`src/rtl/alu_dispatch_if.sv`:
```
// Handshake bundle for the ALU dispatch stage: decoded-instruction input side
// and the in1/in2/alu_c output side feeding the ALU.
interface alu_dispatch_if #(
  parameter int WIDTH = 64
);
  logic             in_valid;
  logic             in_ready;
  logic [1:0]       aluop;
  logic [2:0]       funct3;
  logic             funct7_b30;
  logic             alu_src;
  logic [WIDTH-1:0] rs1_val;
  logic [WIDTH-1:0] rs2_val;
  logic [WIDTH-1:0] imm;

  logic             out_valid;
  logic             out_ready;
  logic [WIDTH-1:0] in1;
  logic [WIDTH-1:0] in2;
  logic [3:0]       alu_c;

  // The dispatch stage itself: consumes decoded entries, produces ALU operands.
  modport slave (
    input  in_valid, aluop, funct3, funct7_b30, alu_src, rs1_val, rs2_val, imm,
    output in_ready,
    output out_valid, in1, in2, alu_c,
    input  out_ready
  );

  // The surrounding pipeline: upstream decoder plus the downstream ALU consumer.
  modport master (
    output in_valid, aluop, funct3, funct7_b30, alu_src, rs1_val, rs2_val, imm,
    input  in_ready,
    input  out_valid, in1, in2, alu_c,
    output out_ready
  );
endinterface

```
`src/rtl/alu_dispatch.sv`:
```
// Operand/control dispatch ahead of the 64-bit ALU: decodes ALUOp/funct into
// alu_c, picks operand B, and queues legal entries in a small FIFO.
module alu_dispatch #(
  parameter  int WIDTH = 64,
  parameter  int DEPTH = 4,
  parameter  int CNTW  = 8,
  localparam int PW    = $clog2(DEPTH)
) (
  input  logic            clk,
  input  logic            rst_n,
  input  logic            flush_i,
  alu_dispatch_if.slave   bus,
  output logic            illegal_o,
  output logic [CNTW-1:0] illegal_cnt_o,
  output logic [PW:0]     count_o
);

  localparam logic [PW:0] FULL = (PW + 1)'(DEPTH);

  typedef struct packed {
    logic [WIDTH-1:0] a;
    logic [WIDTH-1:0] b;
    logic [3:0]       c;
  } entry_t;

  entry_t          mem_q [DEPTH];
  logic [PW-1:0]   wr_ptr_q, wr_ptr_d;
  logic [PW-1:0]   rd_ptr_q, rd_ptr_d;
  logic [PW:0]     count_q, count_d;
  logic            illegal_q, illegal_d;
  logic [CNTW-1:0] illegal_cnt_q, illegal_cnt_d;

  logic            dec_ok;
  logic [3:0]      dec_c;
  logic [WIDTH-1:0] op_b;
  logic            accept, push, pop;
  entry_t          head;

  always_comb begin
    dec_c  = 4'b0000;
    dec_ok = 1'b1;
    case (bus.aluop)
      2'b00: dec_c = 4'b0010;
      2'b01: dec_c = 4'b0110;
      2'b10: begin
        case (bus.funct3)
          // addi shares funct3=000 with add/sub but bit 30 is immediate data there
          3'b000:  dec_c = (bus.funct7_b30 && !bus.alu_src) ? 4'b0110 : 4'b0010;
          3'b111:  dec_c = 4'b0000;
          3'b110:  dec_c = 4'b0001;
          default: dec_ok = 1'b0;
        endcase
      end
      default: dec_ok = 1'b0;
    endcase
  end

  assign op_b         = bus.alu_src ? bus.imm : bus.rs2_val;
  assign bus.in_ready = (count_q < FULL);
  assign accept       = bus.in_valid && bus.in_ready;
  assign push         = accept && dec_ok && !flush_i;
  assign pop          = bus.out_valid && bus.out_ready && !flush_i;

  always_comb begin
    count_d  = count_q;
    wr_ptr_d = wr_ptr_q;
    rd_ptr_d = rd_ptr_q;
    if (flush_i) begin
      count_d  = '0;
      wr_ptr_d = '0;
      rd_ptr_d = '0;
    end else begin
      if (push) wr_ptr_d = wr_ptr_q + 1'b1;
      if (pop)  rd_ptr_d = rd_ptr_q + 1'b1;
      case ({push, pop})
        2'b10:   count_d = count_q + 1'b1;
        2'b01:   count_d = count_q - 1'b1;
        default: count_d = count_q;
      endcase
    end
  end

  // Illegal entries are reported even during a flush; the counter sticks at all-ones.
  always_comb begin
    illegal_d     = accept && !dec_ok;
    illegal_cnt_d = illegal_cnt_q;
    if (illegal_d && (illegal_cnt_q != {CNTW{1'b1}}))
      illegal_cnt_d = illegal_cnt_q + 1'b1;
  end

  always_ff @(posedge clk or negedge rst_n) begin
    if (!rst_n) begin
      count_q       <= '0;
      wr_ptr_q      <= '0;
      rd_ptr_q      <= '0;
      illegal_q     <= 1'b0;
      illegal_cnt_q <= '0;
    end else begin
      count_q       <= count_d;
      wr_ptr_q      <= wr_ptr_d;
      rd_ptr_q      <= rd_ptr_d;
      illegal_q     <= illegal_d;
      illegal_cnt_q <= illegal_cnt_d;
    end
  end

  always_ff @(posedge clk) begin
    if (push)
      mem_q[wr_ptr_q] <= '{a: bus.rs1_val, b: op_b, c: dec_c};
  end

  assign head          = mem_q[rd_ptr_q];
  assign bus.out_valid = (count_q != '0);
  assign bus.in1       = bus.out_valid ? head.a : '0;
  assign bus.in2       = bus.out_valid ? head.b : '0;
  assign bus.alu_c     = bus.out_valid ? head.c : 4'b0000;

  assign illegal_o     = illegal_q;
  assign illegal_cnt_o = illegal_cnt_q;
  assign count_o       = count_q;

endmodule

```
`src/flat_wrapper.sv`:
```
// flat-port wrapper written by rule: the top's interface ports become plain ports
module alu_dispatch_flat 
#(
  parameter  int WIDTH = 64,
  parameter  int DEPTH = 4,
  parameter  int CNTW  = 8,
  localparam int PW    = $clog2(DEPTH)
)
  (clk, rst_n, flush_i, illegal_o, illegal_cnt_o, count_o, bus_in_valid, bus_aluop, bus_funct3, bus_funct7_b30, bus_alu_src, bus_rs1_val, bus_rs2_val, bus_imm, bus_in_ready, bus_out_valid, bus_in1, bus_in2, bus_alu_c, bus_out_ready);
  alu_dispatch_if #(.WIDTH(WIDTH)) bus_i ();
  input  logic clk;
  input  logic rst_n;
  input  logic flush_i;
  output logic illegal_o;
  output logic [CNTW-1:0] illegal_cnt_o;
  output logic [PW:0] count_o;
  input wire logic [$bits(bus_i.in_valid)-1:0] bus_in_valid;
  input wire logic [$bits(bus_i.aluop)-1:0] bus_aluop;
  input wire logic [$bits(bus_i.funct3)-1:0] bus_funct3;
  input wire logic [$bits(bus_i.funct7_b30)-1:0] bus_funct7_b30;
  input wire logic [$bits(bus_i.alu_src)-1:0] bus_alu_src;
  input wire logic [$bits(bus_i.rs1_val)-1:0] bus_rs1_val;
  input wire logic [$bits(bus_i.rs2_val)-1:0] bus_rs2_val;
  input wire logic [$bits(bus_i.imm)-1:0] bus_imm;
  output wire logic [$bits(bus_i.in_ready)-1:0] bus_in_ready;
  output wire logic [$bits(bus_i.out_valid)-1:0] bus_out_valid;
  output wire logic [$bits(bus_i.in1)-1:0] bus_in1;
  output wire logic [$bits(bus_i.in2)-1:0] bus_in2;
  output wire logic [$bits(bus_i.alu_c)-1:0] bus_alu_c;
  input wire logic [$bits(bus_i.out_ready)-1:0] bus_out_ready;
  assign bus_i.in_valid = bus_in_valid;
  assign bus_i.aluop = bus_aluop;
  assign bus_i.funct3 = bus_funct3;
  assign bus_i.funct7_b30 = bus_funct7_b30;
  assign bus_i.alu_src = bus_alu_src;
  assign bus_i.rs1_val = bus_rs1_val;
  assign bus_i.rs2_val = bus_rs2_val;
  assign bus_i.imm = bus_imm;
  assign bus_in_ready = bus_i.in_ready;
  assign bus_out_valid = bus_i.out_valid;
  assign bus_in1 = bus_i.in1;
  assign bus_in2 = bus_i.in2;
  assign bus_alu_c = bus_i.alu_c;
  assign bus_i.out_ready = bus_out_ready;
  alu_dispatch #(.WIDTH(WIDTH), .DEPTH(DEPTH), .CNTW(CNTW)) u_core (.clk(clk), .rst_n(rst_n), .flush_i(flush_i), .bus(bus_i), .illegal_o(illegal_o), .illegal_cnt_o(illegal_cnt_o), .count_o(count_o));
endmodule
```
`config.mk`:
```
export PLATFORM = sky130hd
export DESIGN_NAME = alu_dispatch_flat
export DESIGN_NICKNAME = d
export VERILOG_FILES = /design/src/rtl/alu_dispatch_if.sv /design/src/rtl/alu_dispatch.sv /design/src/flat_wrapper.sv
export SDC_FILE = /design/constraint.sdc
export NUM_CORES = 1
export LEC_CHECK = 0
export CORE_ASPECT_RATIO = 1.5
export CORE_MARGIN = 8
export CORE_UTILIZATION = 53
export CTS_CLUSTER_DIAMETER = 50
export DETAILED_ROUTE_END_ITERATION = 7
export PLACE_DENSITY = 0.82
export SLEW_MARGIN = 5
export SYNTH_ARGS = -nofsm -noshare
export SYNTH_HDL_FRONTEND = slang
export SYNTH_SLANG_ARGS = --single-unit
```
`constraint.sdc`:
```
create_clock -name clk -period 5.3 [get_ports clk]
set_clock_uncertainty 0.05 [all_clocks]
set_input_delay 1.325 -clock clk [delete_from_list [all_inputs] [get_ports clk]]
set_output_delay 1.325 -clock clk [all_outputs]
set_load 0.02 [all_outputs]
```
After elaboration in Yosys (flattened, before gate mapping). Memories as Yosys holds them, arrays and structs flattened. Index checks and enable logic that the tools add are counted.

Flip-flop bits (word level): 16. RAM bits: 528. Bits of input ports: 204. Output and inout port bits: 146. Logic and storage cells: 55. Memories kept: 1.

Memories: u_core.mem_q (depth 4, width 132, read ports 1, clocked after memory_dff 0, wr ports 1, line alu_dispatch.sv:26) `entry_t mem_q [DEPTH];`.

Add/sub/neg operators: 5. $lt $le $gt $ge: 1. Eq/ne operators: 7. Mux-type cells: 17. Reduce and logical (&&, ||, !) cells: 19.

Operators by type and width (count): 64-bit two-way mux (3); 4-bit one-hot mux with 3 select lines (1); 8-bit by 1-bit adder with 8-bit output, second input constant (1); 1-bit logical AND (8); 2-bit two-way mux (4); 8-bit != test, second input constant (1); 4-bit one-hot mux with 2 select lines (1); 3-bit equality test, second input constant (2); 3-bit two-way mux (2); 3-bit one-hot mux with 2 select lines (1); 3-bit nonzero test (2); 2-bit by 1-bit adder with 2-bit output, second input constant (2); 2-bit by 1-bit equality test with 1-bit output, second input constant (2); 2-bit equality test, second input constant (2); 4-bit two-way mux (1); 2-bit nonzero test (2); 3-bit by 1-bit adder with 3-bit output, second input constant (1); 1-bit zero test (3); 3-bit zero test (1); 3-bit < comparator, second input constant (1); 1-bit two-way mux (3); 3-bit OR reduction (1); 3-bit by 1-bit subtractor with 3-bit output, second input constant (1); 2-bit zero test (1); other kinds (2) (2).

Logic depth before layout (Yosys ltp). Gate-level depths: netlist of run 1.

Depth in word-level cells: 9. Mapped depth: 7. Gate-level depth less buffers: 6.

Worst setup path before layout of run 1. Ideal clock, no wire load.

Kind: input-to-reg. Start: input bus_funct3[0]. End: memory u_core.mem_q[1][0] (netlist bit) (enable). Data arrival time: 5.498 ns. Required time: 4.744 ns. Slack: -0.754 ns. Stages: 5. Buffers on the path: 1. Cells stage by stage: or4_4 -> a311oi_2 -> buf_6 -> nor2b_4 -> and2_1.

Word-level cells in the longest chain between the ends: 8. Elaborated cells on any way between the ends: 10. Classes of those cells: 2 x eq/ne; 4 x mux; 4 x reduce/logical.

Ends and longest elaborated chain: start, declared (line flat_wrapper.sv:19) `input wire logic [$bits(bus_i.funct3)-1:0] bus_funct3;`; 3-bit equality test or 3-bit zero test (tied branches) (line alu_dispatch.sv:46) `case (bus.funct3)`; 3-bit OR reduction (no source line) *; 1-bit two-way mux * (line alu_dispatch.sv:46); 1-bit one-hot mux with 2 select lines * (line alu_dispatch.sv:42) `case (bus.aluop)`; 1-bit logical AND * (2 in a row) (line alu_dispatch.sv:61) `assign push = accept && dec_ok && !flush_i;`; 1-bit two-way mux * (line alu_dispatch.sv:108) `if (push)`; 1-bit two-way mux (not written as such) * (line alu_dispatch.sv:109) `mem_q[wr_ptr_q] <= '{a: bus.rs1_val, b: op_b, c: dec_c};`; end, declared (line alu_dispatch.sv:26).

Every way passes the cells marked *; elsewhere a longest branch is shown, timed or not.

Final worst setup path of run 1.
Start: register u_core.rd_ptr_q[0]. End: output bus_in2[53].

Word-level cells in the longest chain between the ends: 2.

Ends and longest elaborated chain: start, declared (line alu_dispatch.sv:28) `logic [PW-1:0] rd_ptr_q, rd_ptr_d;`; start signal, assigned (line alu_dispatch.sv:101) `rd_ptr_q <= rd_ptr_d;`; memory read 4 x 132 bit; 64-bit two-way mux (line alu_dispatch.sv:115) `assign bus.in2 = bus.out_valid ? head.b : '0;`; end, declared (line flat_wrapper.sv:28) `output wire logic [$bits(bus_i.in2)-1:0] bus_in2;`.

No other way between the ends.

==> results of run 1 <==
## cell type report
class,count,area [um^2]
Fill cell,2508,12800
Sequential cell,540,16100
Clock buffer,56,1290
Antenna cell,7,17.5
Timing Repair Buffer,369,3800
Tap cell,506,633
Clock inverter,34,295
Inverter,8,30.0
Multi-Input combinational cell,398,5050
## critical path: cells and delay by family, from the launching register on
kind                   cells  cell delay (ns)
flip-flops                 1             0.66
multiplexers               1             0.56
buffers and inverters      2             1.02
AND/OR/NAND/NOR            1             0.16
## cells by family after synthesis
group	Yosys count	synth area share, %
multiplexers	200	17.4
buffers and inverters	63	1.27
XOR/XNOR	7	0.286
AO/OA/AOI/OAI	10	0.368
flip-flops	540	75.3
AND/OR/NAND/NOR	174	5.05
other	1	0.0175
adder cells (fa/ha/maj)	6	0.385
## per-stage QoR
step	std cells	util [%]	area, um^2
floorplan	1001	-	21400
global placement	1821	64.0	25700
detailed placement	1821	64.0	25700
CTS	1911	68.0	27200
global route	1916	68.0	27300
finish	1918	68.0	27300
## synth_stat cells, types with 2 or more instances
library cell | number | area [um^2]
mux2i_1 | 2 | 20.0
o31ai_1 | 5 | 37.5
nand4_1 | 2 | 12.5
ha_1 | 5 | 62.6
and2_1 | 135 | 845
nand4b_1 | 2 | 17.5
nor2_1 | 10 | 37.5
inv_1 | 8 | 30.0
xor2_1 | 5 | 43.8
nand2_1 | 6 | 22.5
nor4_1 | 2 | 12.5
buf_4 | 2 | 15.0
buf_2 | 16 | 80.1
or4b_2 | 2 | 20.0
mux2_2 | 67 | 754
clkbuf_1 | 33 | 124
dfrtp_1 | 16 | 400
buf_1 | 3 | 11.3
nor3_1 | 2 | 10.0
edfxtp_1 | 524 | 15700
mux4_2 | 131 | 2950
nand3_1 | 3 | 15.0
xnor2_1 | 2 | 17.5
## power by group through the flow
stage,Clock [mW],Combinational (mW),Sequential (mW)
floorplan,0,1.31,4.99
global placement,0,2.37,4.98
detailed placement,0,2.39,5.00
CTS,3.53,2.41,4.91
global route,3.69,2.52,4.92
finish,3.46,2.36,4.90
## routing by layer
metal  vias to the layer above  part of all wire, %
li1                       4786                    -
met1                      5622                   37
met2                       399                   54
met3                        75                  6.0
met4                         0                  3.1
met5                         -                    0
## flip-flops by register name (all words and copies together) (netlist names)
signal / cells
u_core.rd_ptr_q: 2
u_core.mem_q: 524
u_core.wr_ptr_q: 2
u_core.count_o: 3
u_core.illegal_cnt_o: 8
u_core.illegal_o: 1
## worst paths after layout
kind                                         start                       to  slack [ns]  depth (start not counted)
max                             u_core.rd_ptr_q[0]              bus_in2[53]        0.91                          4
min                        u_core.illegal_cnt_o[7]  u_core.illegal_cnt_o[7]        0.46                          1
max reg2reg                      u_core.count_o[2]        u_core.count_o[2]        2.42                          5
min reg2reg                u_core.illegal_cnt_o[7]  u_core.illegal_cnt_o[7]        0.46                          1
max in group asynchronous                    rst_n       u_core.rd_ptr_q[0]        3.42                          1
min in group asynchronous                    rst_n  u_core.illegal_cnt_o[1]        1.19                          1
==> flow_metrics.env, run 1 <==
export IMPL_worst_hold_slack_ns=0.462
export IMPL_cts_sinks=540
export IMPL_worst_setup_hold_path_clk_slew_ns=0.06
export IMPL_grt_start_max_net_pins=81
export IMPL_floorplan_die_area_um2=47300
export IMPL_part_of_the_yosys_area_used_for_sequential_elements_pct=75.3
export IMPL_leakagePower_nw=8.71
export IMPL_worstHoldPathType="flip-flop to flip-flop"
export IMPL_critPathLaunchType="flip-flop"
export IMPL_global_route_overflow_total=0
export IMPL_nNetsFinal=1576
export IMPL_ys_seq_elements=540
export IMPL_cell_internal_pwr_mw=7.99
export IMPL_critical_path_start_end_classification="flip-flop to output port"
export IMPL_final_total_negative_setup_slack_ns=0
export IMPL_final_period_minus_worst_setup_slack_ns=4.39
export IMPL_finalWirelength_um=45900
export IMPL_clock_tree_root_cell="clkbuf_16"
export IMPL_post_cts_setup_repair_buffer_count=0
export IMPL_data_arrival_time_at_the_worst_slack_endpoint_ns=3.01
export IMPL_worst_skew_pair_latency_ns=0.55
export IMPL_chipWidth_um=180
export IMPL_groute_layer_met2_usage_pct=35.6
export IMPL_worst_path_max_fanout=53
export IMPL_ant_nets=0
export IMPL_synth_area_per_cell_um2=21.4
export IMPL_dr_pass1_iters=5
export IMPL_ys_warn_count=0
export IMPL_grt_pass1_vias=12200
export IMPL_boundaryPins=350
export IMPL_post_cts_resized_instances=0
export IMPL_antenna_violations_before_repair=6
export IMPL_power_density_over_cell_area_nw_per_um2=393
export IMPL_busiest_layer="met2"
export IMPL_post_synth_inst_count=1001
export IMPL_run_status="finished clean"
export IMPL_placement_io_buffers=348
export IMPL_worst_endpoint_required_ns=3.92
export IMPL_ys_dominant_reg_cell="edfxtp_1"
export IMPL_mappedNetlistNets=1211
export IMPL_synthToLayoutAreaGrowth_pct=27.1
export IMPL_timing_max_transition_violations_final=0
export IMPL_clock_power_share_pct=32.3
export IMPL_chipHeight_um=262
export IMPL_max_clock_freq_mhz=228
export IMPL_p_seq_share_pct=45.7
export IMPL_routedWlPerCell_um=24.0
export IMPL_slowest_stage="dfrtp_4"
export IMPL_global_route_wire_length_before_repair_um=70600
export IMPL_gpl_final_weighted_congestion=0.755
export IMPL_power_total_mw=10.7
export IMPL_fin_ws_ns=0.915
export IMPL_report_final_hold_viol_count=0
export IMPL_setup_violations=0
export IMPL_cts_buffer_depth=3
export IMPL_timing_max_slew_rel_slack_pct=37.1
export IMPL_gr_usage_all_layers_pct=19.4
export IMPL_synth_edff_count=524
export IMPL_hold_buffers=0
export IMPL_switching_share_pct=25.6
export IMPL_layout_common_cells="edfxtp_1, clkdlybuf4s50_1, mux4_2, and2_1, mux2_2"
export IMPL_commonest_non_fill_non_tap_cell_in_the_layout="edfxtp_1"
export IMPL_worst_pin_slew_ns=0.935
export IMPL_effective_utilization_at_floorplan_pct=53.5
export IMPL_detail_route_iter0_violations=615
export IMPL_rsz0062_at_grt="false"
export IMPL_grt_met1_usage_pct=21.7
export IMPL_drt_drc_violations_left=0
export IMPL_switching_pwr_mw=2.74
export IMPL_clock_tree_from_tritoncts="yes"
export IMPL_synth_async_reset_ratio_pct=2.96
export IMPL_post_drt_via_cell_ratio=5.67
export IMPL_numCtsBuffers=49
export IMPL_synthDistinctLibCells=41
export IMPL_mappedNetlistArea_um2=21400
export IMPL_placement_setup_worst_slack_ns=0.440
export IMPL_timing_critical_path_to_type="output port"
export IMPL_dp_hpwl_um=29800
export IMPL_p_comb_share_pct=22.0
export IMPL_max_capacitance_violation_count=0
export IMPL_num_vias=10900
export IMPL_layout_drive_gt1_share_pct=22.1
export IMPL_cts_htree_levels=2
export IMPL_num_rows=90
export IMPL_core_area_um2=40100
export IMPL_gr_usage_met3_pct=4.14
export IMPL_post_route_period_util_pct=82.7
export IMPL_ir_drop_v=0.000244
export IMPL_crit_chain="buf_12, mux4_2, and2_1, clkdlybuf4s50_1"
export IMPL_timing_critical_path_slowest_cell_delay_ns=0.66
No activity file was read; power rests on OpenSTA's default activity.
==> run 2: changes to the inputs <==
Clock period 5.3 ns to 4.57 ns, I/O delays scaled along.
==> run 2 against run 1 <==
Final cell count up 0.10%. Die area unchanged. Global-route usage up 0.093 points. Wire length down 0.12%. First-iteration DRC count down 7.3%. Clock-buffer cell count up 4.
==> flow_metrics.env, run 2 (synthesis results as in run 1) <==
export IMPL_antenna_violations_before_repair=7
export IMPL_detail_route_iter0_violations=570
export IMPL_power_density_over_cell_area_nw_per_um2=448
export IMPL_timing_critical_path_slowest_cell_delay_ns=0.85
export IMPL_fin_ws_ns=0.322
export IMPL_clock_tree_root_cell="clkbuf_16"
export IMPL_post_cts_setup_repair_buffer_count=0
export IMPL_setup_violations=0
export IMPL_synthToLayoutAreaGrowth_pct=26.9
export IMPL_worst_path_max_fanout=28
export IMPL_fill_cells=2514
export IMPL_layout_common_cells="edfxtp_1, clkdlybuf4s50_1, mux4_2, and2_1, mux2_2"
export IMPL_numCtsBuffers=47
export IMPL_busiest_layer="met2"
export IMPL_post_route_period_util_pct=93.0
export IMPL_post_drt_via_cell_ratio=5.59
export IMPL_leakagePower_nw=8.69
export IMPL_drt_drc_violations_left=0
export IMPL_dr_pass1_iters=4
export IMPL_critical_path_n_buffers_inverters=2
export IMPL_slowest_stage="dfrtp_4"
export IMPL_chipWidth_um=180
export IMPL_gr_usage_all_layers_pct=19.5
export IMPL_worst_pin_slew_ns=0.944
export IMPL_routedWlPerCell_um=23.9
export IMPL_max_capacitance_violation_count=0
export IMPL_grt_start_max_net_pins=72
export IMPL_global_route_overflow_total=0
export IMPL_max_clock_freq_mhz=235
export IMPL_timing_critical_path_to_type="output port"
export IMPL_cts_sinks=540
export IMPL_timing_max_slew_rel_slack_pct=37.1
export IMPL_worst_skew_pair_latency_ns=0.55
export IMPL_crit_chain="buf_4, mux4_2, and2_1, clkdlybuf4s50_1"
export IMPL_cts_htree_levels=2
export IMPL_placement_io_buffers=348
export IMPL_critPathLaunchType="flip-flop"
export IMPL_num_vias=10700
export IMPL_finalWirelength_um=45900
export IMPL_worstHoldPathType="flip-flop to flip-flop"
export IMPL_gpl_final_weighted_congestion=0.777
export IMPL_floorplan_die_area_um2=47300
export IMPL_global_route_wire_length_before_repair_um=71000
export IMPL_ant_nets=0
export IMPL_boundaryPins=350
export IMPL_core_area_um2=40100
export IMPL_largest_register="u_core.mem_q"
export IMPL_multi_input_comb_area_um2=5050
export IMPL_run_status="finished clean"
export IMPL_rsz0062_at_grt="false"
export IMPL_layout_core_utilization_pct=67.9
export IMPL_worst_hold_slack_ns=0.464
export IMPL_report_final_hold_viol_count=0
export IMPL_ir_drop_v=0.000311
export IMPL_layout_drive_gt1_share_pct=21.9
export IMPL_critical_path_top_delay_family="buffers and inverters"
export IMPL_clock_tree_from_tritoncts="yes"
export IMPL_final_total_negative_setup_slack_ns=0
export IMPL_seq_area_um2=16100
export IMPL_chipHeight_um=262
export IMPL_effective_utilization_at_floorplan_pct=53.5
export IMPL_reg2reg_slack_ns=1.78
export IMPL_post_cts_resized_instances=0
export IMPL_critical_path_start_end_classification="flip-flop to output port"
export IMPL_worst_setup_hold_path_clk_slew_ns=0.06
export IMPL_placement_setup_worst_slack_ns=0.518
export IMPL_worst_endpoint_required_ns=3.38
export IMPL_nNetsFinal=1585
export IMPL_gr_usage_met3_pct=4.52
export IMPL_groute_layer_met2_usage_pct=34.7
export IMPL_commonest_non_fill_non_tap_cell_in_the_layout="edfxtp_1"
export IMPL_hold_buffers=0
export IMPL_flip_flop_count_of_the_largest_register_after_layout=524
export IMPL_num_rows=90
export IMPL_grt_pass1_vias=12200
export IMPL_dp_hpwl_um=30800
export IMPL_data_arrival_time_at_the_worst_slack_endpoint_ns=3.06
export IMPL_timing_max_transition_violations_final=0
export IMPL_grt_met1_usage_pct=22.0
export IMPL_cts_buffer_depth=3
export IMPL_final_period_minus_worst_setup_slack_ns=4.25
run 2: changes by cell type in the layout (fill, tap and decap cells not counted), sizes merged:
cell	previous run	this run
buf	22	33
bufinv	4	3
clkbuf	56	60
clkinv	22	17
clkinvlp	3	0
diode	7	5
inv	13	11
run 2: area by class of cell:
| type | instances | area share, % |
|---|---|---|
| diodes | 5 | 0.0460 |
| clock inverters | 23 | 0.713 |
| repair buffers | 380 | 14.4 |
| multi-input cells | 398 | 18.6 |
| flip-flops and latches | 540 | 59.3 |
| inverters | 8 | 0.110 |
| clock buffers | 60 | 4.50 |
| well taps | 506 | 2.33 |
run 2: per-stage QoR:
| step | instances | total power [mW] | area, um^2 |
|---|---|---|---|
| after floorplan | 1001 | 7.30 | 21400 |
| after global placement | 1832 | 8.59 | 25800 |
| after detailed placement | 1832 | 8.63 | 25800 |
| after CTS | 1915 | 12.3 | 27200 |
| after global routing | 1919 | 12.6 | 27200 |
| final | 1920 | 12.2 | 27200 |
run 2: layer usage:
metal | vias up | routed length (um)
li1 | 4788 | -
met1 | 5491 | 17000
met2 | 361 | 24400
met3 | 96 | 2670
met4 | 4 | 1870
met5 | - | 31
run 2: where the power goes:
group	internal (mW)	switching [mW]
sequential	5.59	0.113
clock	2.06	1.63
combinational	1.43	1.35
total	9.09	3.10
run 2: worst paths after layout:
check                                   startpoint                      end  depth (start not counted)
max reg2reg                      u_core.count_o[2]        u_core.count_o[2]                          5
min in group asynchronous                    rst_n  u_core.illegal_cnt_o[6]                          1
min                        u_core.illegal_cnt_o[7]  u_core.illegal_cnt_o[7]                          1
max                             u_core.rd_ptr_q[0]              bus_in1[32]                          4
max in group asynchronous                    rst_n       u_core.rd_ptr_q[0]                          1
min reg2reg                u_core.illegal_cnt_o[7]  u_core.illegal_cnt_o[7]                          1
==> run 3: changes to the inputs <==
Settings changed: RECOVER_POWER from default to 100.
==> run 3 against run 2 <==
The run now ends with capacitance limit, slew limit left. Wire length is essentially flat. Register-to-register slack worse by 0.23 ns. Core utilization is 0.26 points lower. Fmax fell by 2.1%. Setup slack lost 0.089 ns. Global-route usage is the same. Via count barely moved. Total power decreased by 1.2%. Die area is the same. First-iteration DRC count up 5.6%. Sequential share of layout area grew 0.22 points.
==> flow_metrics.env, run 3 (synthesis results as in run 1) <==
export IMPL_crit_reg2reg_launch="u_core.count_o[2]"
export IMPL_global_route_overflow_total=0
export IMPL_worst_pin_slew_ns=2.29
export IMPL_layout_core_utilization_pct=67.6
export IMPL_finalWirelength_um=45900
export IMPL_post_cts_setup_repair_buffer_count=0
export IMPL_timing_max_transition_violations_final=43
export IMPL_cts_sinks=540
export IMPL_critical_path_top_delay_family="buffers and inverters"
export IMPL_largest_register="u_core.mem_q"
export IMPL_global_route_wire_length_before_repair_um=71000
export IMPL_data_arrival_time_at_the_worst_slack_endpoint_ns=3.14
export IMPL_timing_hold_worst_endpoint="u_core.illegal_cnt_o[7]"
export IMPL_switching_share_pct=25.6
export IMPL_p_comb_share_pct=21.9
export IMPL_crit_chain="buf_4, mux4_2, and2_1, dlygate4sd3_1"
export IMPL_clock_power_share_pct=30.6
export IMPL_switching_pwr_mw=3.07
export IMPL_clock_tree_from_tritoncts="yes"
export IMPL_dr_pass1_iters=4
export IMPL_worstHoldPathType="flip-flop to flip-flop"
export IMPL_drt_drc_violations_left=0
export IMPL_worst_path_max_fanout=28
export IMPL_numCtsBuffers=47
export IMPL_antenna_violations_before_repair=12
export IMPL_slowest_stage="dfrtp_4"
export IMPL_cts_buffer_depth=3
export IMPL_worst_endpoint_required_ns=3.38
export IMPL_routedWlPerCell_um=23.9
export IMPL_gpl_final_weighted_congestion=0.777
export IMPL_detail_route_iter0_violations=602
export IMPL_r2r_end="u_core.mem_q[1][123]"
export IMPL_clock_tree_root_cell="clkbuf_16"
export IMPL_num_vias=10800
export IMPL_worst_skew_pair_latency_ns=0.55
export IMPL_setup_violations=0
export IMPL_synthToLayoutAreaGrowth_pct=26.5
export IMPL_post_cts_resized_instances=0
export IMPL_rsz0062_at_grt="false"
export IMPL_timing_critical_path_slowest_cell_delay_ns=0.84
export IMPL_layout_common_cells="edfxtp_1, clkdlybuf4s50_1, dlygate4sd3_1"
export IMPL_nNetsFinal=1585
export IMPL_cts_htree_levels=2
export IMPL_worst_hold_path_num_cells=1
export IMPL_post_route_period_util_pct=94.9
export IMPL_chipHeight_um=262
export IMPL_p_seq_share_pct=47.4
export IMPL_placement_io_buffers=348
export IMPL_report_final_hold_viol_count=0
export IMPL_final_total_negative_setup_slack_ns=0
export IMPL_max_capacitance_violation_count=1
export IMPL_num_rows=90
export IMPL_reg2reg_slack_ns=1.55
export IMPL_post_drt_via_cell_ratio=5.59
export IMPL_hold_path_startpoint="u_core.illegal_cnt_o[7]"
export IMPL_critical_path_n_buffers_inverters=2
export IMPL_core_area_um2=40100
export IMPL_effective_utilization_at_floorplan_pct=53.5
export IMPL_hold_buffers=0
export IMPL_dp_hpwl_um=30800
export IMPL_layout_drive_gt1_share_pct=16.7
export IMPL_violated_checks="capacitance limit, slew limit"
export IMPL_final_period_minus_worst_setup_slack_ns=4.34
export IMPL_worst_setup_hold_path_clk_slew_ns=0.06
export IMPL_ant_nets=0
export IMPL_critPathLaunchType="flip-flop"
export IMPL_chipWidth_um=180
export IMPL_floorplan_die_area_um2=47300
export IMPL_ir_drop_v=0.000311
export IMPL_max_clock_freq_mhz=231
export IMPL_timing_max_slew_rel_slack_pct=-52.7
export IMPL_cell_internal_pwr_mw=8.96
export IMPL_grt_start_max_net_pins=72
export IMPL_run_status="finished, violations left"
export IMPL_commonest_non_fill_non_tap_cell_in_the_layout="edfxtp_1"
export IMPL_boundaryPins=350
export IMPL_timing_critical_path_to_type="output port"
export IMPL_flip_flop_count_of_the_largest_register_after_layout=524
export IMPL_leakagePower_nw=8.95
export IMPL_critical_path_start_end_classification="flip-flop to output port"
export IMPL_power_density_over_cell_area_nw_per_um2=444
export IMPL_gr_usage_all_layers_pct=19.5
export IMPL_grt_pass1_vias=12200
export IMPL_cell_depth_of_the_worst_flop_to_flop_path=5
-- run 3: cell types whose count changed in the layout (fill, tap and decap cells not counted), moves of 5 or more --
cell	change
dlygate4sd3_1	+173
buf_4	-10
buf_6	+5
clkdlybuf4s50_1	-173
mux2_2	-64
mux2_1	+64
clkbuf_2	+8
buf_12	-6
-- run 3: power groups by stage --
stage | clock (mW) | sequential [mW] | combinational [mW]
3_5_place_dp | 0 | 5.82 | 2.82
3_3_place_gp | 0 | 5.81 | 2.78
5_1_grt | 3.93 | 5.72 | 2.83
6_report | 3.69 | 5.71 | 2.64
2_1_floorplan | 0 | 5.79 | 1.51
4_1_cts | 3.76 | 5.71 | 2.83
-- run 3: worst reg2reg max path: cells and delay by family (launching register included) --
family / cells / cell delay (ns)
and+or+nand+nor: 2 / 0.99
buffers and inverters: 2 / 0.86
DFF: 1 / 0.47
AOI/OAI and AO/OA: 1 / 0.30
-- run 3: per-stage QoR --
step / hold WS (ns) / instances / area (um^2) / power, mW / worst slack (ns)
3_3_place_gp: 0.446 / 1832 / 25800 / 8.59 / 0.529
3_5_place_dp: 0.450 / 1832 / 25800 / 8.63 / 0.518
4_1_cts: 0.460 / 1915 / 27200 / 12.3 / 0.241
2_1_floorplan: 0.488 / 1001 / 21400 / 7.30 / 0.151
5_1_grt: 0.483 / 1922 / 27100 / 12.5 / 0.0784
6_report: 0.461 / 1923 / 27100 / 12.0 / 0.233
-- run 3: layout make-up --
class | instances | area (um^2)
antenna | 8 | 20.0
clock buffer | 60 | 1220
clock inverter | 23 | 194
fill | 2542 | 13000
inverter | 8 | 30.0
multi-input combinational | 398 | 5020
sequential | 540 | 16100
tap | 506 | 633
timing repair buffer | 380 | 3850
-- run 3: layer usage --
metal / routed length (um) / track usage [%] / part of all wire (%) / vias up
li1: - / - / - / 4790
met1: 16900 / 22.0 / 37 / 5502
met2: 24400 / 34.7 / 53 / 359
met3: 2720 / 4.52 / 5.9 / 95
met4: 1850 / 8.60 / 4.0 / 4
met5: 31 / 0 / 0.068 / -
-- run 3: worst max-delay path by stage --
stage / slack [ns] / depth (start not counted) / endpoint / startpoint
after global placement: 0.53 / 7 / u_core.mem_q[0][25] / bus_funct3[1]
after CTS: 0.24 / 4 / bus_in1[32] / u_core.rd_ptr_q[0]
after global routing: 0.08 / 7 / u_core.mem_q[1][123] / bus_aluop[0]
after detailed placement: 0.52 / 7 / u_core.mem_q[0][22] / bus_funct3[1]
final: 0.23 / 4 / bus_in1[30] / u_core.rd_ptr_q[0]
after floorplan: 0.15 / 5 / u_core.mem_q[0][0] / bus_funct3[0]
